## src/rtl/a2d_scan_ctrl.sv

```systemverilog
// a2d_scan_ctrl: periodic scanner for an ADC128S behind a 16-bit SPI master.
// Each masked channel gets a convert/read transaction pair. The ADC is
// pipelined, so the word returned by the read transaction holds the sample
// for the channel addressed by the convert transaction. Results are kept in
// per-channel registers.
//
//   state    | meaning
//   ---------+---------------------------------------------------------
//   IDLE     | scanning disabled or nothing to scan
//   CNV_REQ  | wrt strobe for the convert transaction of channel ch
//   CNV_WAIT | waiting for the SPI master to finish the convert
//   GAP      | one idle cycle so SS_n can deassert between frames
//   RD_REQ   | wrt strobe for the read transaction, same command
//   RD_WAIT  | waiting for the read word, which is then stored
//   NEXT     | choose the next masked channel, or finish the scan
//   WAIT_TMR | scan finished, waiting for the scan period to expire
module a2d_scan_ctrl #(
  parameter int NUM_CH      = 8,
  parameter int SCAN_PERIOD = 1000
) (
  input  logic              clk,
  input  logic              rst,
  input  logic              en,
  input  logic [NUM_CH-1:0] ch_mask,
  input  logic              done,
  input  logic [15:0]       rd_data,
  output logic              wrt,
  output logic [15:0]       cmd,
  input  logic [2:0]        res_sel,
  output logic [11:0]       res,
  output logic [NUM_CH-1:0] res_vld,
  output logic              scan_done,
  output logic              busy
);

  localparam int TW = $clog2(SCAN_PERIOD) + 1;

  typedef enum logic [2:0] {
    IDLE, CNV_REQ, CNV_WAIT, GAP, RD_REQ, RD_WAIT, NEXT, WAIT_TMR
  } state_t;

  state_t            state;
  logic [NUM_CH-1:0] mask_q;
  logic [2:0]        ch;
  logic [TW-1:0]     timer;
  logic              done_q;
  logic              done_rise;
  logic [11:0]       res_q [NUM_CH];
  logic [2:0]        first_ch;
  logic [2:0]        next_ch;
  logic              next_found;
  logic              start_ok;
  logic              period_up;
  logic              unused_rd_hi;

  assign done_rise    = done & ~done_q;
  assign start_ok     = en & (|ch_mask);
  assign period_up    = (timer >= TW'(SCAN_PERIOD - 1));
  assign busy         = (state != IDLE) && (state != WAIT_TMR);
  assign res          = res_q[res_sel];
  assign unused_rd_hi = ^rd_data[15:12];

  // Lowest channel of the live mask (scan start) and next higher channel of the latched mask.
  always_comb begin
    first_ch   = '0;
    next_ch    = '0;
    next_found = 1'b0;
    for (int i = NUM_CH - 1; i >= 0; i--) begin
      if (ch_mask[i]) first_ch = 3'(i);
    end
    for (int i = NUM_CH - 1; i >= 0; i--) begin
      if (mask_q[i] && (i > int'(ch))) begin
        next_ch    = 3'(i);
        next_found = 1'b1;
      end
    end
  end

  // Edge detector for the SPI done signal.
  always_ff @(posedge clk) begin
    if (rst) done_q <= 1'b0;
    else     done_q <= done;
  end

  // Scan sequencer with registered wrt/cmd/scan_done and result storage.
  always_ff @(posedge clk) begin
    if (rst) begin
      state     <= IDLE;
      wrt       <= 1'b0;
      cmd       <= '0;
      scan_done <= 1'b0;
      res_vld   <= '0;
      mask_q    <= '0;
      ch        <= '0;
      timer     <= '0;
      for (int i = 0; i < NUM_CH; i++) res_q[i] <= '0;
    end else begin
      wrt       <= 1'b0;
      scan_done <= 1'b0;
      if ((state != IDLE) && (timer != '1)) timer <= timer + TW'(1);
      case (state)
        IDLE, WAIT_TMR: begin
          if (state == WAIT_TMR && !en) begin
            state <= IDLE;
          end else if (start_ok && (state == IDLE || period_up)) begin
            mask_q <= ch_mask;
            ch     <= first_ch;
            cmd    <= {2'b00, first_ch, 11'h000};
            timer  <= '0;
            wrt    <= 1'b1;
            state  <= CNV_REQ;
          end
        end
        CNV_REQ:  state <= CNV_WAIT;
        CNV_WAIT: if (done_rise) state <= GAP;
        GAP: begin
          wrt   <= 1'b1;
          state <= RD_REQ;
        end
        RD_REQ:   state <= RD_WAIT;
        RD_WAIT: begin
          if (done_rise) begin
            res_q[ch]   <= rd_data[11:0];
            res_vld[ch] <= 1'b1;
            state       <= NEXT;
          end
        end
        NEXT: begin
          // A disabled scan ends quietly after the pair in flight is stored.
          if (!en) begin
            state <= IDLE;
          end else if (next_found) begin
            ch    <= next_ch;
            cmd   <= {2'b00, next_ch, 11'h000};
            wrt   <= 1'b1;
            state <= CNV_REQ;
          end else begin
            scan_done <= 1'b1;
            state     <= WAIT_TMR;
          end
        end
        default: state <= IDLE;
      endcase
    end
  end

endmodule
```

## config.mk

```make
export PLATFORM = sky130hd
export DESIGN_NAME = a2d_scan_ctrl
export DESIGN_NICKNAME = d
export VERILOG_FILES = /design/src/rtl/a2d_scan_ctrl.sv
export SDC_FILE = /design/constraint.sdc
export NUM_CORES = 1
export LEC_CHECK = 0
export CAP_MARGIN = 20
export CORE_ASPECT_RATIO = 0.5
export CORE_MARGIN = 5
export CORE_UTILIZATION = 55
export CTS_CLUSTER_SIZE = 24
export DETAILED_ROUTE_END_ITERATION = 10
export HOLD_SLACK_MARGIN = 0.1
export PLACE_DENSITY = 0.89
export SYNTH_ARGS = -nofsm -noshare
export SYNTH_HDL_FRONTEND = slang
export SYNTH_SLANG_ARGS = --single-unit
```

## constraint.sdc

```tcl
create_clock -name clk -period 3.5 [get_ports clk]
set_input_delay 0.35 -clock clk [delete_from_list [all_inputs] [get_ports clk]]
set_output_delay 0.35 -clock clk [all_outputs]
set_load 0.02 [all_outputs]
```

==> metrics.md <==
| Metric | Value |
|---|---|
| Grt met3 use | between 4 and 5% |
| Clock power share | a little over two fifths |
| CTS clk-pin slew, worst paths | 0.05 ns |
| WP depth | 5 |
| Critical-path top delay cell | clkdlybuf4s50_1 |
| DRC Markers | 0 |
| Power density over the cells | around 500 nW/um2 |
| Die area | 13880 um2 |
| Synth warn | 0 |
| Crit path to | res[5] |
| Post-synth ARST share | 0% |
| Final Max Slew Viols | 0 |
| Number of synthesized flops with an enable pin | 96 |
| Layout Utilization | between 60 and 70% |
| Synth Area in Simple Gates | 18.53% |
| TritonCTS buffer count | 17 |
| Internal | about 2.9 mW |
| Resized Gates After CTS | 0 |
| Filler cells | between 700 and 800 |
| Crit path arrival time | between 2 and 3 ns |
| Clk buf depth | 2 |
| GR peak layer | met2 |
| Setup repair bufs after CTS | 0 |
| Htree depth | 4 |
| # IOs | 70 |
| Crit path top cell by count | clkdlybuf4s50_1 |
| Dpl hpwl | a little over 8000 um |
| Port-buffer cells | 52 |
| Power after layout | around 3.9 mW |
| P&R area growth vs syn | 18.94% |
| Top Family by Delay on Critical Path | buffers and inverters |
| CTS root buffer | clkbuf_16 |
| Psw | approximately 0.96 mW |
| Least-Margin Pin Slew | ~0.7 ns |
| ANT nets after route | 0 |
| Layout cells sized above 1 | between 10% and 20% |
| Routed WL | approximately 13000 um |
| Largest stage delay, worst path | between 0.7 and 0.8 ns |
| Drt wl/cell | between 15 and 20 um |
| Met2 Resource Use GR | 33.96% |
| Antenna violations before repair | 0 |
| Required time of the critical path | about 3.2 ns |
| Tot GR Track Use | 20.24% |
| Vias in the first global route | slightly above 4000 |
| Distinct cells, synth | 65 |
| Leak Pwr | 2.825 nW |
| R2R depth | 6 |
| Sequential area share after synthesis | a little under three fifths |
| # hold bufs at CTS | 0 |
| Peak VDD IR | 0.0003894 V |
| Routability congestion estimate | about 0.85 |
| Maximum clock frequency | ~350 MHz |
| Mux contribution to synthesized area | approximately 12% |
| Via count | ~4000 |
| Met1 GRT Util | 26.54% |
| Maxcap violations | 0 |
| Initial DRC count | 217 |
| Switching power share of the total | 24.71% |
| Initial Utilization | between 50% and 60% |
| Comb pwr share | between 10% and 20% |
| Netlist Area Pre-Place | roughly 6300 um2 |
| Sequential share of power | a little under half |
| Grt ovf | 0 |
| Reg-to-reg slack, setup | ~1.2 ns |
| RR Startpoint | state[2] |
| Status | completed |
| Crit path time final | 2.851 ns |
| Row cnt | 27 |
| CTS tree | done |
| Worst Setup Path Type | input port to output port |
| Worst Setup Start Kind | input port |
| Final setup fails | 0 |
| CP Cell Sequence | clkdlybuf4s50_1 > buf_4 > mux4_2 > mux2_2 > clkdlybuf4s50_1 |
| Largest family of logic cells by synthesized area | simple AND/OR/NAND/NOR gates |
| Critical Path End Type | output port |
| Post-synth top flop | edfxtp_1 |
| Maximum fanout along the worst path | 9 |
| Clock sink count | roughly 130 |
| Later-pin clock latency in the skew report | 0.41 ns |
| Core area | approximately 11000 um2 |
| Post-Synth XOR/XNOR Area | 1.246% |
| Die width | between 150 and 200 um |
| Ant. Diodes | 0 |
| DRT Pass-1 Iters | 5 |
| Global-route wire length before repair | 21470 um |
| Setup_tns | 0 ns |
| CP Buf/Inv Count | 3 |
| Largest net degree at the start of global routing | 21 |
| FF-to-FF End | res_q[1][1] |
| DR vias/cell | 5.661 |
| Final hold vios | 0 |
| Crit share post-route | around 81% |
| Syn Area/Cell | 13.02 um2 |
| #FFs+latches synth | around 130 |
| Mapped Cells | between 400 and 500 |
| Post-synthesis compound-gate area fraction | around 7% |
| Max_slew headroom | 53.34% |
| Crit. Startpoint | res_sel[1] |
| Synth Area in Adders | less than 1% |
| RSZ-0062 raised after global routing | false |
| Min-delay worst type | flip-flop to flip-flop |
| Die span in y | between 80 and 90 um |
| Final Skew | roughly 0.0064 ns |
| Final nets | 578 |
[layer usage]
layer  share of wire [%]  up-vias
met2                  48      156
met5                   0        -
met3                 7.1       18
met4                 1.4        0
met1                  43     1940
li1                    -     1871
[state kept, by name, summed over array words and instances, names as in the netlist]
register / flops
res_q: 96
timer: 11
res_vld: 8
mask_q: 7
cmd: 3
state: 3
done_q: 1
scan_done: 1
wrt: 1
[metrics by stage]
step	hold slack, ns	std cells	instance area [um2]	setup WS, ns
after detailed placement	0.4393	672	6969	0.6583
after CTS	0.4526	704	7526	0.6289
after global routing	0.4598	704	7526	0.5908
after global placement	0.4344	672	6969	0.6575
final	0.4485	704	7526	0.6492
after floorplan	0.4500	498	6372	1.207
[worst register-to-register path, delay by kind of cell, from the launching register on]
family / cells / cell delay, ns
AND/OR/NAND/NOR: 5 / 1.19
flip-flops: 1 / 0.53
buffers and inverters: 1 / 0.25
[placed cells by master, fill, tap and decap left out, drive strengths merged, types with 2 or more instances in the layout]
master | Yosys | layout
and2 | 97 | 97
edfxtp | 96 | 96
clkdlybuf4s50 | 0 | 51
dfxtp | 35 | 35
nor2 | 34 | 34
mux4 | 24 | 24
buf | 29 | 19
clkbuf | 12 | 17
nand2 | 15 | 15
conb | 1 | 13
mux2 | 12 | 12
o21ai | 11 | 11
nor3 | 10 | 10
inv | 5 | 10
a21o | 9 | 9
mux2i | 9 | 9
nor2b | 7 | 7
clkinv | 0 | 7
nand2b | 6 | 6
a21oi | 6 | 6
nand3 | 5 | 5
xnor2 | 5 | 5
nor4 | 5 | 5
or2 | 5 | 5
xor2 | 4 | 4
a211oi | 4 | 4
o21bai | 3 | 3
a31oi | 3 | 3
a311oi | 3 | 3
nand4 | 2 | 2
a21boi | 2 | 2
and3 | 2 | 2
nor3b | 2 | 2
a41oi | 2 | 2
o31ai | 2 | 2
clkinvlp | 0 | 2
and4 | 2 | 2
[kinds of logic after synthesis]
logic type / count (synthesis)
AOI/OAI and AO/OA: 55
xor gates and xnor gates: 9
adders and majority gates: 1
buffers and inverters: 46
DFF: 131
muxes: 45
other: 1
and+or+nand+nor: 198
[worst min-delay path by stage]
stage | startpoint | to | slack (ns) | cells past startpoint
2_1_floorplan | timer[1] | timer[1] | 0.45 | 2
3_3_place_gp | res_vld[5] | res_vld[5] | 0.43 | 1
3_5_place_dp | res_vld[6] | res_vld[6] | 0.44 | 1
4_1_cts | res_vld[6] | res_vld[6] | 0.45 | 1
5_1_grt | res_vld[6] | res_vld[6] | 0.46 | 1
6_report | res_vld[6] | res_vld[6] | 0.45 | 1
[power by group through the flow]
stage          registers, mW  clock network, mW  logic (mW)
2_1_floorplan           1.78                  0       0.334
3_5_place_dp            1.81                  0       0.446
3_3_place_gp            1.80                  0       0.437
5_1_grt                 1.79               1.75       0.482
6_report                1.78               1.65       0.446
4_1_cts                 1.78               1.68       0.448
[layout make-up]
cell class,count,area (um2),area share (%)
tap,145,181.4,2.411
clock inverter,15,131.4,1.746
clock buffer,17,425.4,5.653
multi-input combinational,321,2522,33.52
sequential,131,3583,47.61
timing repair buffer,70,663.1,8.811
inverter,5,18.77,0.2494
[cells in the mapped netlist (all sizes together), types with 4 or more instances]
library cell  count  area, um2
dfxtp            35      700.7
and2             97      606.8
a21o              9      67.56
nand3             5      25.02
a21oi             6      30.03
nor3             10      60.06
xor2              4      35.03
mux4             24      540.5
xnor2             5      43.79
nor2             34      127.6
nand2b            6      37.54
nor2b             7      43.79
a211oi            4      45.05
buf              29      195.2
mux2i             9      90.09
mux2             12      135.1
nor4              5      50.05
inv               5      18.77
o21ai            11      55.05
edfxtp           96       2883
nand2            15      58.81
or2               5      33.79
clkbuf           12      52.55
(Power assumes the default switching activity.)
